[src/rtl/pulpemu_rst_seq.sv]
// pulpemu_rst_seq
//   Reset sequencer for the FPGA emulation top. It waits for the clock to be
//   locked for LOCK_CYCLES consecutive cycles, then releases N_CH active-low
//   resets one at a time, STAGE_CYCLES apart and starting with channel 0. A
//   rising edge on the soft-reset request puts every channel back into reset
//   for SOFT_HOLD_CYCLES and then replays the staged release.
//
// Ports
//   ref_clk        in   1     clock; all logic is rising-edge
//   pad_reset      in   1     synchronous active-high block reset
//   clk_locked_i   in   1     PLL/MMCM lock, already in the ref_clk domain
//   soft_rst_req_i in   1     soft-reset request; only its rising edge acts
//   soft_rst_ack_o out  1     one-cycle pulse when a soft request is accepted
//   rst_n_o        out  N_CH  active-low channel resets (thermometer from bit 0)
//   seq_done_o     out  1     all channels released (state RUN)
//   seq_state_o    out  2     debug: 0 HOLD, 1 RELEASE, 2 RUN, 3 SOFT
module pulpemu_rst_seq #(
    parameter int N_CH             = 4,
    parameter int LOCK_CYCLES      = 1024,
    parameter int STAGE_CYCLES     = 16,
    parameter int SOFT_HOLD_CYCLES = 64
) (
    input  logic            ref_clk,
    input  logic            pad_reset,
    input  logic            clk_locked_i,
    input  logic            soft_rst_req_i,
    output logic            soft_rst_ack_o,
    output logic [N_CH-1:0] rst_n_o,
    output logic            seq_done_o,
    output logic [1:0]      seq_state_o
);

    localparam int MAXC  = (LOCK_CYCLES > STAGE_CYCLES)
                         ? ((LOCK_CYCLES > SOFT_HOLD_CYCLES) ? LOCK_CYCLES : SOFT_HOLD_CYCLES)
                         : ((STAGE_CYCLES > SOFT_HOLD_CYCLES) ? STAGE_CYCLES : SOFT_HOLD_CYCLES);
    localparam int CNT_W = $clog2(MAXC) + 1;
    localparam int STG_W = (N_CH > 1) ? $clog2(N_CH) : 1;

    localparam logic [CNT_W-1:0] LOCK_LAST  = CNT_W'(LOCK_CYCLES - 1);
    localparam logic [CNT_W-1:0] STAGE_LAST = CNT_W'(STAGE_CYCLES - 1);
    localparam logic [CNT_W-1:0] SOFT_LAST  = CNT_W'(SOFT_HOLD_CYCLES - 1);

    typedef enum logic [1:0] {
        HOLD    = 2'd0,
        RELEASE = 2'd1,
        RUN     = 2'd2,
        SOFT    = 2'd3
    } state_e;

    state_e           state_q, state_d;
    logic [CNT_W-1:0] cnt_q, cnt_d;
    logic [STG_W-1:0] stage_q, stage_d;
    logic             req_q;
    logic [N_CH-1:0]  rst_n_q, rst_n_d;
    logic             done_q, done_d;
    logic             ack_q, ack_d;
    logic             rise;

    assign rise = soft_rst_req_i & ~req_q;

    always_comb begin
        state_d = state_q;
        cnt_d   = cnt_q;
        stage_d = stage_q;
        rst_n_d = rst_n_q;
        done_d  = done_q;
        ack_d   = 1'b0;

        case (state_q)
            HOLD: begin
                rst_n_d = '0;
                done_d  = 1'b0;
                if (!clk_locked_i) begin
                    cnt_d = '0;
                end else if (cnt_q == LOCK_LAST) begin
                    // Release channel 0 on the qualifying edge itself.
                    cnt_d      = '0;
                    stage_d    = '0;
                    rst_n_d    = '0;
                    rst_n_d[0] = 1'b1;
                    if (N_CH == 1) begin
                        state_d = RUN;
                        done_d  = 1'b1;
                    end else begin
                        state_d = RELEASE;
                    end
                end else begin
                    cnt_d = cnt_q + 1'b1;
                end
            end

            RELEASE, RUN: begin
                // Lock loss beats a simultaneous request; that rise is dropped.
                if (!clk_locked_i) begin
                    state_d = HOLD;
                    cnt_d   = '0;
                    stage_d = '0;
                    rst_n_d = '0;
                    done_d  = 1'b0;
                end else if (rise) begin
                    state_d = SOFT;
                    cnt_d   = '0;
                    stage_d = '0;
                    rst_n_d = '0;
                    done_d  = 1'b0;
                    ack_d   = 1'b1;
                end else if (state_q == RELEASE) begin
                    if (cnt_q == STAGE_LAST) begin
                        cnt_d   = '0;
                        stage_d = stage_q + 1'b1;
                        // Thermometer: every bit up to and including the next stage.
                        for (int i = 0; i < N_CH; i++)
                            rst_n_d[i] = (i <= int'(stage_q) + 1);
                        if (int'(stage_q) + 1 == N_CH - 1) begin
                            state_d = RUN;
                            done_d  = 1'b1;
                        end
                    end else begin
                        cnt_d = cnt_q + 1'b1;
                    end
                end
            end

            SOFT: begin
                rst_n_d = '0;
                done_d  = 1'b0;
                if (!clk_locked_i) begin
                    state_d = HOLD;
                    cnt_d   = '0;
                end else if (cnt_q == SOFT_LAST) begin
                    // Straight back into staged release, no lock requalification.
                    cnt_d      = '0;
                    stage_d    = '0;
                    rst_n_d[0] = 1'b1;
                    if (N_CH == 1) begin
                        state_d = RUN;
                        done_d  = 1'b1;
                    end else begin
                        state_d = RELEASE;
                    end
                end else begin
                    cnt_d = cnt_q + 1'b1;
                end
            end

            default: state_d = HOLD;
        endcase
    end

    always_ff @(posedge ref_clk) begin
        if (pad_reset) begin
            state_q <= HOLD;
            cnt_q   <= '0;
            stage_q <= '0;
            req_q   <= 1'b0;
            rst_n_q <= '0;
            done_q  <= 1'b0;
            ack_q   <= 1'b0;
        end else begin
            state_q <= state_d;
            cnt_q   <= cnt_d;
            stage_q <= stage_d;
            req_q   <= soft_rst_req_i;
            rst_n_q <= rst_n_d;
            done_q  <= done_d;
            ack_q   <= ack_d;
        end
    end

    assign rst_n_o        = rst_n_q;
    assign seq_done_o     = done_q;
    assign soft_rst_ack_o = ack_q;
    assign seq_state_o    = state_q;

endmodule

[config.mk]
export PLATFORM = sky130hd
export DESIGN_NAME = pulpemu_rst_seq
export DESIGN_NICKNAME = d
export VERILOG_FILES = /design/src/rtl/pulpemu_rst_seq.sv
export SDC_FILE = /design/constraint.sdc
export NUM_CORES = 1
export LEC_CHECK = 0
export ABC_AREA = 1
export CORE_MARGIN = 10
export CORE_UTILIZATION = 45
export CTS_BUF_LIST = sky130_fd_sc_hd__clkbuf_8
export CTS_CLUSTER_DIAMETER = 150
export CTS_CLUSTER_SIZE = 25
export DETAILED_ROUTE_END_ITERATION = 16
export GPL_ROUTABILITY_DRIVEN = 0
export PLACE_DENSITY = 0.71
export SYNTH_ARGS = -nofsm -noshare
export SYNTH_HDL_FRONTEND = slang
export SYNTH_SLANG_ARGS = --single-unit
export TNS_END_PERCENT = 5
[constraint.sdc]
create_clock -name ref_clk -period 2.9 [get_ports ref_clk]
set_input_delay 0.29 -clock ref_clk [delete_from_list [all_inputs] [get_ports ref_clk]]
set_output_delay 0.29 -clock ref_clk [all_outputs]
set_load 0.01 [all_outputs]
==> results.txt <==
The setup clock skew after layout came out at 0.00279 ns. The post-CTS clock slew at the launch and capture registers of the worst setup and hold paths came out at 0.08 ns. The register area share after synthesis came out at 0.332.

The total global routing overflow came out at 0. The synthesized net count is 213. The die is 74.3 um wide. The static leakage power is 0.682 nW. The register-to-register setup slack is 1.09 ns. In the synthesized netlist, the number of instances is 200.

The worst hold path begins at rst_n_o[3]. For this run, the detailed router's first-pass iteration total came to 4. The count of cells along the worst hold path is 2. In the post-synthesis netlist, the cell with the most instances is sky130_fd_sc_hd__nand2_1. The later pin in the worst-skew pair is clocked with a latency of 0.27 ns. The largest driver fanout on the critical path is 12. The routed layout has 1,155 vias. The cell chosen for the clock root is sky130_fd_sc_hd__clkbuf_8.

The number of placed instances, taps included is 240. The transition time at the pin with the least slew margin is 0.536 ns. Of the cells placed in the final design, the portion with a size suffix greater than 1 is 0.0986. The endpoint of the worst hold-timing path is rst_n_o[3]. The worst setup path is launched from an input pin. The synthesized design contains 0 enable-type register cells. The number of DRC violations after detailed routing came out at 0. The net count of the finished layout came out at 227. In this run the number of H-tree levels came out at 1.

The iteration-0 DRC count of the detailed router is 30. The aggregate negative setup slack is 0 ns. The number of buffers between clock root and the deepest sink came out at 2. Clock tree synthesis inserted a total of 3 buffers. The total setup violations reported at the end of the flow came out at 0.

The worst setup path is captured at a flip-flop. The Yosys step of the flow raised 0 warnings. The max-capacitance violation count is 0. The fraction of post-synthesis cell area in the top cell type by area came out at 0.332. The synthesized area divided by synthesized cell count came out at 6.63 um2. The wire length per cell came out at 10.4 um. The total length of routed wires is 2540 um. The post-CTS setup repair buffer count came out at 0.

TritonCTS built the clock tree. Measured against the total synthesized area, the mux share comes to 0. The data required time of the worst path came out at 3.07 ns. The run finished with clean final reports.

The wire length of the first global-routing pass came out at 4750 um. Entering global routing, the biggest net connects 13 pins. The fraction of synthesized cell area in xor and xnor cells came out at 0.0330. In this run, post-CTS hold repair placed 0 buffers. The overall die area came out at roughly 5500 um2.

The number of distinct library cells after synthesis is 22. The most used flip-flop cell after synthesis is sky130_fd_sc_hd__dfxtp_1. The diode insertion count for antenna repair came out at 0. Based on the critical path, the design can be clocked at up to 553 MHz. The fraction of the mapped netlist area in compound gates came to 0.0698. In this run the critical register-to-register path is launched from seq_state_o[0]. The largest family of logic cells by synthesized area is simple AND/OR/NAND/NOR gates. The vertical die dimension came out at approximately 74 um. In the routed layout, each cell is associated on average with a via count of 4.73. The non-filler instance count after layout came out at 244. Data on the critical path arrives at its endpoint at 1.98 ns. The clock net sink count came out at 22. In the post-synthesis netlist, the biggest area contributors are sky130_fd_sc_hd__dfxtp_1, sky130_fd_sc_hd__nand2_1, sky130_fd_sc_hd__nor2_1, sky130_fd_sc_hd__ha_1, sky130_fd_sc_hd__inv_1. The startpoint-to-endpoint class of the critical path is in -> reg. The initial antenna violation count was 0. The detailed placement HPWL is 1990 um. The number of buffers inserted by port buffering is 11. The synthesized flop and latch total came out at 22. The final hold violation count is 0. The power density normalized to cell area came out at approximately 800 nW/um2. The post-cts resize count came out at 0. The starting density of the core is 0.477. The placeable core area is ~2800 um2.

The endpoint identified for the worst register-to-register timing path is stage_q[0]. The synthesis-to-finish area growth came out at 14.2%. The remaining number of nets flagged by the antenna check after routing is 0. Setup repair after global routing left no endpoint under its margin. The area of the mapped netlist is 1330 um2. The final period utilization is 0.623. The boundary pin count came out at 12. The depth of the worst register-to-register path came out at 10. The commonest cells after synthesis are sky130_fd_sc_hd__nand2_1, sky130_fd_sc_hd__nor2_1, sky130_fd_sc_hd__inv_1, sky130_fd_sc_hd__dfxtp_1. The simple-gate share of the synthesized area is 0.390. The async set or reset register ratio after synthesis is 0.

Across every metal layer, demand over resource in global routing totals 0.105. The remaining max-slew budget at the tightest pin is 0.641. Of the total synthesized cell area, the portion taken by full adders, half adders and majority gates is 0.0849. Of all cell types, the one taking the most synthesized area is sky130_fd_sc_hd__dfxtp_1. The number of max-slew violations in the final report came to 0. The number of global-route vias before repair was between 1,000 and 1,500. The count of standard-cell rows is 19.

The maximum ir drop on the vdd rail came out at between 700 and 800 uV. The smallest clock period supported by the final layout is computed as 1.81 ns. The class of the worst hold path is reg -> reg.
[cell type report]
cell class	count	area, um2
inverters	28	105
clock buffers	4	55.1
well taps	31	38.8
flip-flops and latches	22	440
repair buffers	11	110
multi-input cells	148	766
fillers	287	1270
[worst max-delay path: stages]
cell and delay (ns):
sky130_fd_sc_hd__clkdlybuf4s50_1 0.57, sky130_fd_sc_hd__nand3_1 0.44, sky130_fd_sc_hd__nand2_1 0.14, sky130_fd_sc_hd__nor2_1 0.16, sky130_fd_sc_hd__nand3_1 0.09, sky130_fd_sc_hd__nor2_1 0.12, sky130_fd_sc_hd__nand2_1 0.06, sky130_fd_sc_hd__nand2_1 0.06
sky130_fd_sc_hd__nor2_1 0.04
[how the worst max path moves through the flow]
| stage | slack, ns | start | to |
|---|---|---|---|
| 2_1_floorplan | 1.34 | seq_state_o[0] | rst_n_o[1] |
| 3_3_place_gp | 0.88 | clk_locked_i | cnt_q[7] |
| 6_report | 1.09 | clk_locked_i | stage_q[0] |
| 3_5_place_dp | 0.83 | clk_locked_i | stage_q[0] |
| 5_1_grt | 0.88 | seq_state_o[0] | stage_q[0] |
| 4_1_cts | 1.09 | seq_state_o[0] | cnt_q[3] |
[metrics by stage]
stage          total power, mW   util  hold slack (ns)  setup WS (ns)  area [um2]
2_1_floorplan            0.844      -            0.359           1.34        1330
3_3_place_gp             0.997  0.525            0.467          0.878        1460
3_5_place_dp             0.997  0.525            0.479          0.826        1460
4_1_cts                   1.22  0.545            0.497           1.09        1520
5_1_grt                   1.33  0.545            0.521          0.877        1520
6_report                  1.21  0.545            0.488           1.09        1520
[layout by cell type, fill, tap and decap left out]
master	count
sky130_fd_sc_hd__a211oi_1	1
sky130_fd_sc_hd__a21oi_1	7
sky130_fd_sc_hd__clkbuf_8	4
sky130_fd_sc_hd__clkdlybuf4s50_1	11
sky130_fd_sc_hd__clkinv_1	1
sky130_fd_sc_hd__dfxtp_1	22
sky130_fd_sc_hd__ha_1	9
sky130_fd_sc_hd__inv_1	25
sky130_fd_sc_hd__inv_2	2
sky130_fd_sc_hd__nand2_1	47
sky130_fd_sc_hd__nand2_2	4
sky130_fd_sc_hd__nand2_4	1
sky130_fd_sc_hd__nand3_1	9
sky130_fd_sc_hd__nand3_2	3
sky130_fd_sc_hd__nand4_1	2
sky130_fd_sc_hd__nor2_1	42
sky130_fd_sc_hd__nor2_2	5
sky130_fd_sc_hd__nor2_4	2
sky130_fd_sc_hd__nor3_1	1
sky130_fd_sc_hd__o21ai_0	7
sky130_fd_sc_hd__o21ai_1	3
sky130_fd_sc_hd__xnor2_1	1
sky130_fd_sc_hd__xor2_1	4
[sequential cells by signal (all words and copies together), names as in the netlist]
register	flops
cnt_q	11
rst_n_o	4
seq_state_o	2
stage_q	2
req_q	1
seq_done_o	1
soft_rst_ack_o	1
[cell families (layout without fill, tap and decap cells)]
| kind of cell | count (synthesis) | in the layout |
|---|---|---|
| flops | 22 | 22 |
| compound gates | 18 | 18 |
| buf+inv | 30 | 43 |
| simple gates | 116 | 116 |
| xor+xnor | 5 | 5 |
| fa+ha+maj | 9 | 9 |
[layer usage]
metal / vias to the layer above / track usage / share of wire
li1: 637 / - / -
met1: 489 / 0.118 / 0.49
met2: 22 / 0.184 / 0.43
met3: 7 / 0.0306 / 0.055
met4: 0 / 0.0427 / 0.025
met5: - / 0 / 0
[report_power, final]
group	internal [mW]	leakage (nW)	switching [mW]
registers	0.357	0.178	0.0426
clock network	0.121	0.0288	0.101
logic	0.236	0.475	0.348
(Power assumes the default switching activity.)
